<file path="src/rtl/i3c_pkg.sv">
// i3c_pkg: shared bus-state, rx-frame types and framer constants
package i3c_pkg;
  typedef struct packed {
    logic value;
    logic pos_edge;
    logic neg_edge;
  } line_state_t;
  typedef struct packed {
    line_state_t sda;
    line_state_t scl;
    logic        start_det;
    logic        rstart_det;
    logic        stop_det;
  } bus_state_t;
  typedef struct packed {
    logic [7:0] data;
    logic       ninth;
    logic       first;
    logic       rstart;
  } rx_frame_t;
  typedef enum logic {RX_IDLE, RX_SHIFT} rx_state_e;
  localparam int RxFrameBits = 9;
endpackage

</file>
<file path="src/rtl/rx_holding_reg.sv">
// rx_holding_reg: single-entry valid/ready frame register with sticky overflow
// Optional parity check on load when I3C_RX_PARITY_CHECK_EN is defined.
module rx_holding_reg
  import i3c_pkg::*;
(
  input  logic      clk_i,
  input  logic      rst_ni,
  input  logic      flush_i,
  input  logic      push_i,
  input  rx_frame_t frame_i,
  input  logic      ready_i,
  input  logic      overflow_clr_i,
  output rx_frame_t frame_o,
  output logic      valid_o,
  output logic      overflow_o,
  output logic      parity_err_o,
  output logic      load_o
);
  rx_frame_t r_frame;
  logic      r_valid, r_overflow;
  assign load_o       = push_i && (!r_valid || ready_i);
  assign frame_o      = r_frame;
  assign valid_o      = r_valid;
  assign overflow_o   = r_overflow;
  // holding register: reload beats drain, flush empties
  always_ff @(posedge clk_i) begin
    if (!rst_ni || flush_i) begin
      r_valid <= 1'b0;
      r_frame <= '0;
    end else if (load_o) begin
      r_valid <= 1'b1;
      r_frame <= frame_i;
    end else if (r_valid && ready_i) begin
      r_valid <= 1'b0;
      r_frame <= '0;
    end
  end
  // sticky overflow: a dropped frame wins over a same-cycle clear
  always_ff @(posedge clk_i) begin
    if (!rst_ni) r_overflow <= 1'b0;
    else if (push_i && !load_o) r_overflow <= 1'b1;
    else if (overflow_clr_i) r_overflow <= 1'b0;
  end
`ifdef I3C_RX_PARITY_CHECK_EN
  logic r_parity_err;
  assign parity_err_o = r_parity_err;
  // odd parity T-bit check; address frames carry ACK and are skipped
  always_ff @(posedge clk_i) begin
    if (!rst_ni || flush_i) r_parity_err <= 1'b0;
    else if (load_o) r_parity_err <= !frame_i.first && (frame_i.ninth != ~^frame_i.data);
    else if (r_valid && ready_i) r_parity_err <= 1'b0;
  end
`else
  assign parity_err_o = 1'b0;
`endif
endmodule

</file>
<file path="src/rtl/bus_rx_frame.sv">
// bus_rx_frame: assembles 9-bit bus frames from bus_monitor state
// Define I3C_RX_PARITY_CHECK_EN to enable T-bit parity checking.
module bus_rx_frame
  import i3c_pkg::*;
(
  input  logic       clk_i,
  input  logic       rst_ni,
  input  logic       enable_i,
  input  bus_state_t bus_i,
  output logic [7:0] data_o,
  output logic       ninth_o,
  output logic       first_o,
  output logic       rstart_o,
  output logic       valid_o,
  input  logic       ready_i,
  output logic       abort_o,
  output logic       overflow_o,
  input  logic       overflow_clr_i,
  output logic       parity_err_o
);
  rx_state_e r_state, w_next;
  logic [3:0] r_cnt;
  logic [7:0] r_shift;
  logic       r_first_pend, r_rstart_pend, r_abort;
  logic       w_start, w_sample, w_last, w_push, w_abort, w_load, w_unused;
  rx_frame_t  w_frame, w_held;
  assign w_start  = bus_i.start_det || bus_i.rstart_det;
  assign w_unused = ^{bus_i.sda.pos_edge, bus_i.sda.neg_edge, bus_i.scl.value, bus_i.scl.neg_edge};
  // state register
  always_ff @(posedge clk_i) r_state <= !rst_ni ? RX_IDLE : w_next;
  // next state: disable > stop > start/Sr
  always_comb w_next = (!enable_i || bus_i.stop_det) ? RX_IDLE : w_start ? RX_SHIFT : r_state;
  // outputs: bit sampling, frame completion and abort detection
  always_comb begin
    w_sample = enable_i && !bus_i.stop_det && !w_start && r_state == RX_SHIFT && bus_i.scl.pos_edge;
    w_last   = r_cnt == 4'(RxFrameBits - 1);
    w_push   = w_sample && w_last;
    w_abort  = enable_i && r_state == RX_SHIFT && r_cnt != 4'd0 && (bus_i.stop_det || w_start);
    w_frame  = '{data: r_shift, ninth: bus_i.sda.value, first: r_first_pend,
                 rstart: r_rstart_pend && r_first_pend};
  end
  // bit counter, shifter and START/Sr markers
  always_ff @(posedge clk_i) begin
    if (!rst_ni) begin
      r_cnt         <= '0;
      r_shift       <= '0;
      r_first_pend  <= 1'b0;
      r_rstart_pend <= 1'b0;
      r_abort       <= 1'b0;
    end else begin
      r_abort <= w_abort;
      if (!enable_i || bus_i.stop_det) begin
        r_cnt         <= '0;
        r_first_pend  <= 1'b0;
        r_rstart_pend <= 1'b0;
      end else if (w_start) begin
        r_cnt         <= '0;
        r_first_pend  <= 1'b1;
        r_rstart_pend <= bus_i.rstart_det;
      end else if (w_sample) begin
        r_cnt        <= w_last ? 4'd0 : r_cnt + 4'd1;
        r_shift      <= w_last ? r_shift : {r_shift[6:0], bus_i.sda.value};
        r_first_pend <= r_first_pend && !(w_last && w_load);
      end
    end
  end
  rx_holding_reg u_hold (
    .clk_i          (clk_i),
    .rst_ni         (rst_ni),
    .flush_i        (!enable_i),
    .push_i         (w_push),
    .frame_i        (w_frame),
    .ready_i        (ready_i),
    .overflow_clr_i (overflow_clr_i),
    .frame_o        (w_held),
    .valid_o        (valid_o),
    .overflow_o     (overflow_o),
    .parity_err_o   (parity_err_o),
    .load_o         (w_load)
  );
  assign data_o   = w_held.data;
  assign ninth_o  = w_held.ninth;
  assign first_o  = w_held.first;
  assign rstart_o = w_held.rstart;
  assign abort_o  = r_abort;
endmodule

</file>
<file path="config.mk">
export PLATFORM = sky130hd
export DESIGN_NAME = bus_rx_frame
export DESIGN_NICKNAME = d
export VERILOG_FILES = /design/src/rtl/i3c_pkg.sv /design/src/rtl/rx_holding_reg.sv /design/src/rtl/bus_rx_frame.sv
export SDC_FILE = /design/constraint.sdc
export NUM_CORES = 1
export LEC_CHECK = 0
export CELL_PAD_IN_SITES_DETAIL_PLACEMENT = 1
export CELL_PAD_IN_SITES_GLOBAL_PLACEMENT = 1
export CORE_MARGIN = 2
export CORE_UTILIZATION = 31
export DETAILED_ROUTE_END_ITERATION = 10
export PLACE_DENSITY_LB_ADDON = 0.1
export SLEW_MARGIN = 20
export SYNTH_ARGS = -nofsm -noshare
export SYNTH_HDL_FRONTEND = slang
export SYNTH_HIERARCHICAL = 1
export SYNTH_SLANG_ARGS = --single-unit
</file>
<file path="constraint.sdc">
create_clock -name clk_i -period 1.7 [get_ports clk_i]
set_input_delay 0.34 -clock clk_i [delete_from_list [all_inputs] [get_ports clk_i]]
set_output_delay 0.34 -clock clk_i [all_outputs]
set_load 0.02 [all_outputs]
</file>
==> results.md, run 1 <==
* Status: completed
* Cells along the critical path: clkdlybuf4s50_1 -> nand4b_1 -> nor3_2 -> buf_4 -> nor3b_4 -> buf_6 -> a22o_1
* Port Buf Inserts at 23
* Max-cap violation count at 0
* Global Route met3 Usage at 6.34%
* Routed WL at 2800 um
* Core Box Area at 3660 um^2
* WP data arrival at 1.90 ns
* VDD IR-drop max at 0.000551 V
* Pwr per Cell Area at 860 nW/um^2
* Synth Area per Inst at 9.96 um^2
* Achievable Freq at 592 MHz
* CTS tree: done
* Internal at 1.20 mW
* Overflow after GRT at 0
* Die Y at 65.6 um
* Yosys top cell area share at 49.4%
* Final Util at 47.4%
* Initial antenna violation count at 0
* Comb power frac at 5.2%
* Switching share of power at 19.5%
* Hold Path Class: register to register
* Vias at 999
* R2R Setup Slk at 0.05 ns
* LEAKAGE at 0.700 nW
* DR vias/cell at 4.69
* TritonCTS Buffers at 5
* Gp weighted congestion at 0.749
* Fin. max-slew vios at 0
* CP Capture Type: register
* RSZ-0062 raised after global routing: true
* Worst-Skew Late Latency at 0.27 ns
* Hpwl dp at 2020 um
* Clk_skew at 0.00300 ns
* Seq cells post-synth at 29
* Iteration-0 DRC Markers at 19
* Largest stage delay on the critical path at 0.42 ns
* Number of global-route vias before repair at 1,056
* Highest-count cells in the layout ignoring fill and taps: dfxtp_1 (27), clkdlybuf4s50_1 (23), buf_4 (19), nand2_1 (13), a22o_1 (11)
* Slowest cell on crit path: clkdlybuf4s50_1
* Post-route minimum period at 1.69 ns
* H-tree depth at 2
* Drt pass-1 iters at 4
* GRT Total Usage at 14.1%
* Worst R2R Start: r_cnt[1]$_SDFFE_PP0P_
* Yosys top cell by area: dfxtp_1
* FF-to-FF End: u_hold/frame_o[5]$_SDFFE_PP0P_
* Syn_nets at 134
* Synthesis warning total at 6
* Die W at 65.6 um
* Initial core utilization at 32.1%
* Inserted Diodes at 0
* Global-route wire length before repair at 4580 um
* Startpoint types: primary input
* Global routing usage on met2 at 24.7%
* M1 GR Usage at 15.4%
* Fin cells at 213
* Post-DRT Antenna Nets at 0
* Critical Path Start: bus_i[0]
* Synth-to-layout area growth at 47.8%
* Final setup viols at 0
* Nets at 180
* Routed wire per std cell at 13.2 um
* CTS clk-pin slew, worst paths at 0.06 ns
* Largest net degree at the start of global routing at 14
* Hold Worst Slack at 0.466 ns
* Layout cells sized above 1 at 24.2%
* Crit share post-route at 99.4%
* Distinct cells, synth at 34
* Critical Path End: u_hold/frame_o[5]$_SDFFE_PP0P_
* Req. time, crit path at 1.92 ns
* Crit Path Max Fanout at 6
* FILL cells at 428
* Row cnt at 22
* Root Driver: clkbuf_8
* IO Pins at 29
* Clk buf depth at 2
* Critical path type: primary input to register
* Hold Violations, Final at 0
* Post-Route Setup TNS at 0 ns
* Seq/Total Area, Yosys at 49.4%
* Most common cell after layout, fill and taps aside: dfxtp_1
* Placed instance count at 199
* Psw at 0.291 mW
* Most crowded layer after global routing: met2
* Clk pwr share at 49.0%
* Reg2Reg Depth at 8
* Seq pwr share at 45.8%
* CTS sink count at 29
* Mapped Cells at 118
* Die area at 4300 um^2
* DRC Markers at 0
* Top post-synthesis cells by area: dfxtp_1 (49%), a22o_1 (8.2%), mux2i_1 (6.8%)
* Cell Area, Synth at 1170 um^2
through the flow:
| stage | cell area (um^2) | worst slack [ns] | total power [mW] |
|---|---|---|---|
| 5_1_grt | 1740 | -0.0799 | 1.55 |
| 3_3_place_gp | 1550 | -0.315 | 0.772 |
| 3_5_place_dp | 1550 | -0.321 | 0.773 |
| 6_report | 1740 | 0.0109 | 1.49 |
| 2_1_floorplan | 1170 | 0.00888 | 0.728 |
| 4_1_cts | 1660 | 0.0108 | 1.51 |
registers in the layout (all words and copies together), names as in the netlist:
register	cells
r_first_pend	1
r_rstart_pend	1
u_hold/valid_o	1
r_state	1
u_hold/frame_o	11
r_cnt	4
r_shift	8
u_hold/overflow_o	1
abort_o	1
cell usage after synthesis, drive strengths merged:
library cell and number:
dfxtp 29, nand2 13, a22o 11, nor2 9
mux2i 8, a21oi 7, inv 5, nand3 5
nor2b 4, buf 3, nor3 3, clkbuf 2
ha 2, nand3b 2, nor3b 2, a211oi 1
and2 1, and3b 1, and4b 1, conb 1
nand2b 1, nand4 1, nand4b 1, o21ai 1
o21ba 1, o2bb2ai 1, o31ai 1, or2 1
worst min path at each step:
| stage | slack (ns) | to | startpoint | cells past startpoint |
|---|---|---|---|---|
| 3_3_place_gp | 0.45 | r_shift[7]$_SDFFE_PN0P_ | r_shift[7]$_SDFFE_PN0P_ | 2 |
| 4_1_cts | 0.47 | u_hold/frame_o[10]$_SDFFE_PP0P_ | r_shift[7]$_SDFFE_PN0P_ | 1 |
| 5_1_grt | 0.50 | u_hold/frame_o[10]$_SDFFE_PP0P_ | r_shift[7]$_SDFFE_PN0P_ | 1 |
| 3_5_place_dp | 0.46 | u_hold/frame_o[10]$_SDFFE_PP0P_ | r_shift[7]$_SDFFE_PN0P_ | 1 |
| 6_report | 0.47 | u_hold/frame_o[10]$_SDFFE_PP0P_ | r_shift[7]$_SDFFE_PN0P_ | 1 |
| 2_1_floorplan | 0.44 | r_shift[7]$_SDFFE_PN0P_ | r_shift[7]$_SDFFE_PN0P_ | 2 |
layer usage:
| layer | up-vias | part of all wire (%) |
|---|---|---|
| li1 | 501 | - |
| met1 | 477 | 44 |
| met2 | 18 | 50 |
| met3 | 3 | 4.7 |
| met4 | 0 | 0.68 |
| met5 | - | 0 |
cell type report:
type,count,area [um^2],area share [%]
sequential,29,583,33.6
inverter,5,18.8,1.08
tap,48,60.1,3.46
clock buffer,7,86.3,4.97
clock inverter,1,30.0,1.73
timing repair buffer,44,395,22.8
multi-input combinational,79,563,32.4
logic make-up after synthesis:
logic type | synth area share, %
muxes | 6.82
and+or+nand+nor | 22.6
adders and majority gates | 2.13
buffers and inverters | 4.26
DFF | 49.4
AOI/OAI and AO/OA | 14.5
other | 0.319
worst max-delay path, delay by kind of cell:
kind	cells	cell delay [ns]
compound gates	1	0.14
simple gates	3	0.68
buf+inv	3	0.75
timing repair:
item | CTS | global route
setup endpoints to repair | 11 | 11
resized for setup | 1 | 10
buffers inserted | 0 | 5
hold buffers | 0 | 0
endpoints found under the hold margin | 0 | 0
gates cloned | 0 | 1
pin swaps | 0 | 8
power by group through the flow:
stage | sequential [mW] | combinational (mW) | clock (mW)
6_report | 0.684 | 0.0772 | 0.732
5_1_grt | 0.684 | 0.0837 | 0.784
4_1_cts | 0.684 | 0.0755 | 0.750
3_5_place_dp | 0.699 | 0.0742 | 0
3_3_place_gp | 0.699 | 0.0728 | 0
2_1_floorplan | 0.698 | 0.0294 | 0
(Power assumes the default switching activity.)
==> inputs of run 2 (changes only) <==
--- a/config.mk
+++ b/config.mk
@@ -9,6 +9,7 @@
 export CELL_PAD_IN_SITES_GLOBAL_PLACEMENT = 1
 export CORE_MARGIN = 2
 export CORE_UTILIZATION = 31
+export CTS_CLUSTER_DIAMETER = 80
 export DETAILED_ROUTE_END_ITERATION = 10
 export PLACE_DENSITY_LB_ADDON = 0.1
 export SLEW_MARGIN = 20
==> results of run 2 <==
Same layout as run 1: the final DEF is identical, and so are final timing and power.
==> variant 1, RTL diff (flow settings as in run 2) <==
Register the output `overflow_o`, with the module's reset; this adds one clock of latency there. The other outputs are not delayed to match.
--- a/src/rtl/bus_rx_frame.sv
+++ b/src/rtl/bus_rx_frame.sv
@@ -20,2 +20,4 @@
 );
+
+  logic overflow_d;
   rx_state_e r_state, w_next;
@@ -76,3 +78,3 @@
     .valid_o        (valid_o),
-    .overflow_o     (overflow_o),
+    .overflow_o     (overflow_d),
     .parity_err_o   (parity_err_o),
@@ -85,2 +87,10 @@
   assign abort_o  = r_abort;
+  always_ff @(posedge clk_i) begin
+    if (!rst_ni) begin
+      overflow_o <= '0;
+    end else begin
+      overflow_o <= overflow_d;
+    end
+  end
+
 endmodule
Function: no difference found for any inputs over 10 cycles, from zero or initial values and one cycle with rst_ni low; that may be too few to reach the edited logic, so the function may still have changed.
==> variant 1 against run 2 <==
Die area increased by 2.1%. Power grew 13%. Setup slack improved by 55 ps. Synthesized area grew 2.2%. Sequential cell count is 1 higher. Combinational power up 4.9%. Wire length increased by 10%. Design area is 5.5% higher. Highest routed layer unchanged.
==> variant 1: results (changes against run 2) <==
Final layout
  • #MultiIn Comb: 81 (was 79)
  • Layout Nets: 183 (was 180)
  • Sequential share of cell area: 0.3297 (was 0.3357)
  • CLK BUF: 6 (was 7)
  • Buffering overhead: 0.2198 (was 0.2277)
  • Area of the multi-input gates: 601.8 um^2 (was 563.0 um^2)
  • Layout clock area frac: 0.07782 (was 0.06700)
  • Proportion of layout cells with a drive suffix above 1: 0.2560 (was 0.2424)
  • Final core occ: 0.4969 (was 0.4744)

Placed design
  • Placed cell count: 200 (was 199)
  • Setup WS pre-CTS: -377.2 ps (was -320.9 ps)
  • Placed inst area: 1565 um^2 (was 1546 um^2)
  • Routability cong.: 0.7768 (was 0.7490)
  • DP HPWL: 1.992 mm (was 2.019 mm)

Clocking
  • Post_cts resized: 2 (was 1)

Global route
  • Vias in the first global route: 1,038 (was 1,056)
  • First-pass GRT wire length: 4.850 mm (was 4.581 mm)
  • Largest net degree at the start of global routing: 15 (was 14)

Route
  • DR WL/cell: 14.27 um (was 13.15 um)
  • DR iter-0 viols: 25 (was 19)
  • Vias per inst: 4.866 (was 4.690)

Power and ir drop
  • PD cells: 919.1 nW/um^2 (was 859.5 nW/um^2)
  • Max VDD drop: 0.4294 mV (was 0.5511 mV)

Yosys
  • Mean post-synth cell area: 10.01 um^2 (was 9.957 um^2)
  • Yosys reg bits: 30 (was 29)
  • Sequential fraction of the synthesis area: 0.5000 (was 0.4941)
  • Mux contribution to synthesized area: 0.06667 (was 0.06816)
  • Post-synthesis compound-gate area fraction: 0.1417 (was 0.1448)
  • Synthesized net count: 136 (was 134)

Worst setup path
  • Worst path arrival time: 1860 ps (was 1900 ps)

Outcome
  • Status: finished, final reports clean (unchanged)

STA
  • Clock skew: 5.575 ps (was 3.004 ps)
variant 1: changes by cell type in the layout (fill, tap and decap cells not counted), sizes merged:
cell                  run 2  this run
dfxtp                    29        30
clkbuf                    7         6
bufinv                    1         2
and2                      1         2
dlymetal6s2s              0         3
clkdlybuf4s50            23        20
o21ba                     1         2
variant 1: where the power goes:
group	total, mW	switching [mW]	internal [mW]
clock	0.898	0.273	0.625
sequential	0.706	0.00210	0.704
combinational	0.0810	0.0371	0.0439
total	1.68	0.312	1.37
variant 1: path summary, 6_finish.rpt:
kind         slack [ps]           endpoint  cells after the start
min reg2reg         460         overflow_o                      1
max reg2reg         100  u_hold/frame_o[5]                      8
min                 460         overflow_o                      1
max                  70  u_hold/frame_o[5]                      7
variant 1: routing by layer:
layer,global-route usage,part of all wire,routed length [um]
met1,0.1762,0.44,1354
met2,0.2450,0.52,1594
met3,0.04600,0.034,104
met4,0.06888,0.0094,29
met5,0,0,0
==> variant 2, RTL diff (settings of run 2) <==
Without the edit above. Add a define of `I3C_RX_PARITY_CHECK_EN`.
--- a/src/rtl/rx_holding_reg.sv
+++ b/src/rtl/rx_holding_reg.sv
@@ -2,2 +2,4 @@
 // Optional parity check on load when I3C_RX_PARITY_CHECK_EN is defined.
+`define I3C_RX_PARITY_CHECK_EN
+
 module rx_holding_reg
Formal check against the unedited RTL: same outputs for any inputs over 10 cycles, from zero or initial values and one cycle with rst_ni low; that may be too few to reach the edited logic, so the function may still have changed.
==> variant 2 against run 2 <==
Sequential cell count is 1 higher. Setup slack improved by 73 ps. Clock power is 15% lower. Via count rose by 21%. Power is 5.6% lower. Sequential power is 3.5% higher. First-iteration DRC count rose by 130%. Register-to-register slack better by 30 ps. Design area up 9.7%. Synthesized area is 12% higher. Final cell count grew 14%. Non-clock buffer count up 2. Wire length increased by 34%. Largest cell class is now multi-input gates. Highest routed layer unchanged.
==> variant 2: results (changes against run 2) <==
Worst hold path
  • Cell count of the worst hold path: 4 (was 1)
  • Hold Path End: r_rstart_pend (was u_hold/frame_o[10])
  • Hold WC Path Type: in2reg (was reg2reg)

Clocking
  • Worst-skew pair later-pin latency: 290 ps (was 270 ps)

Power and ir drop
  • P_seq: 0.708 mW (was 0.684 mW)
  • Int Pwr: 1.075 mW (was 1.201 mW)
  • Leak: 0.7822 nW (was 0.7000 nW)
  • Max VDD drop: 0.4070 mV (was 0.5511 mV)

Placed design
  • I/O Buffers: 24 (was 23)
  • Routability cong.: 0.7748 (was 0.7490)
  • Placed cell count: 232 (was 199)

Outcome
  • Status: finished, final reports clean (unchanged)

Final layout
  • Layout filler cell count: 467 (was 428)
  • Layout Nets: 207 (was 180)

Yosys
  • Post-synth cell types: 35 (was 34)
  • Post-Synthesis Cells: 142 (was 118)
  • Sequential fraction of the synthesis area: 0.4563 (was 0.4941)

Route
  • Met3 wire len: 107 um (was 132 um)
  • Routed vias: 1,209 (was 999)
  • Final WL: 3.741 mm (was 2.801 mm)
  • DR iter-0 viols: 43 (was 19)

Global route
  • Largest net degree at the start of global routing: 12 (was 14)
  • First-pass GRT wire length: 6.141 mm (was 4.581 mm)
  • Vias in the first global route: 1,259 (was 1,056)

STA
  • Clock skew: 4.416 ps (was 3.004 ps)

Worst setup path
  • Critical path startpoint category: flop (was input pin)
  • Worst path arrival time: 1840 ps (was 1900 ps)
  • Maximum fanout along the worst path: 5 (was 6)
==> variant 2: cell count changes after synthesis, moves of 2 or more <==
cell / before / now
a21oi_1: 7 / 9
xnor2_1: 0 / 5
a22o_1: 11 / 0
nand2_1: 13 / 16
nor2_1: 9 / 17
a22oi_1: 0 / 9
==> variant 2: critical path: stages (launching register included) <==
cell and delay (ps):
dfxtp_1 310, inv_1 70, ha_1 190, nand3b_1 130
nor3_2 180, buf_4 200, mux2i_1 90, or2_4 250
a21oi_2 120
==> variant 2: layout make-up <==
class,instances,share of cell area
repair buffers,46,0.2254
flip-flops and latches,30,0.3154
clock inverters,2,0.006570
clock buffers,6,0.04336
well taps,50,0.03285
multi-input cells,102,0.3647
inverters,6,0.01183
==> variant 2: stage by stage <==
step	hold WS, ps	TNS (ps)	cell area [um^2]	setup WS, ps
after floorplan	442.8	0	1316	29.90
after global placement	459.6	-2243	1768	-209.3
after detailed placement	468.8	-3534	1768	-314.0
after CTS	478.5	0	1869	1.043
after global routing	465.6	0	1904	14.73
final	402.9	0	1904	84.37
==> variant 2: layer usage <==
layer | vias up | track usage
met4 | 0 | 0.09150
li1 | 598 | -
met1 | 581 | 0.2083
met5 | - | 0
met3 | 7 | 0.03801
met2 | 23 | 0.2511
==> variant 2: what timing repair did <==
action | 4_1_cts | 5_1_grt
cloned | 0 | 1
gates resized for setup | 2 | 7
setup buffers | 0 | 1
hold buffers | 0 | 0
pin swaps | 1 | 5
endpoints found under the setup margin | 3 | 8
==> variant 2: cells by family after synthesis <==
| logic type | share of synthesized area |
|---|---|
| buffers and inverters | 0.03327 |
| flip-flops | 0.4563 |
| adder cells (fa/ha/maj) | 0.01901 |
| AND/OR/NAND/NOR | 0.2329 |
| XOR/XNOR | 0.05703 |
| multiplexers | 0.06844 |
| AO/OA/AOI/OAI | 0.1331 |
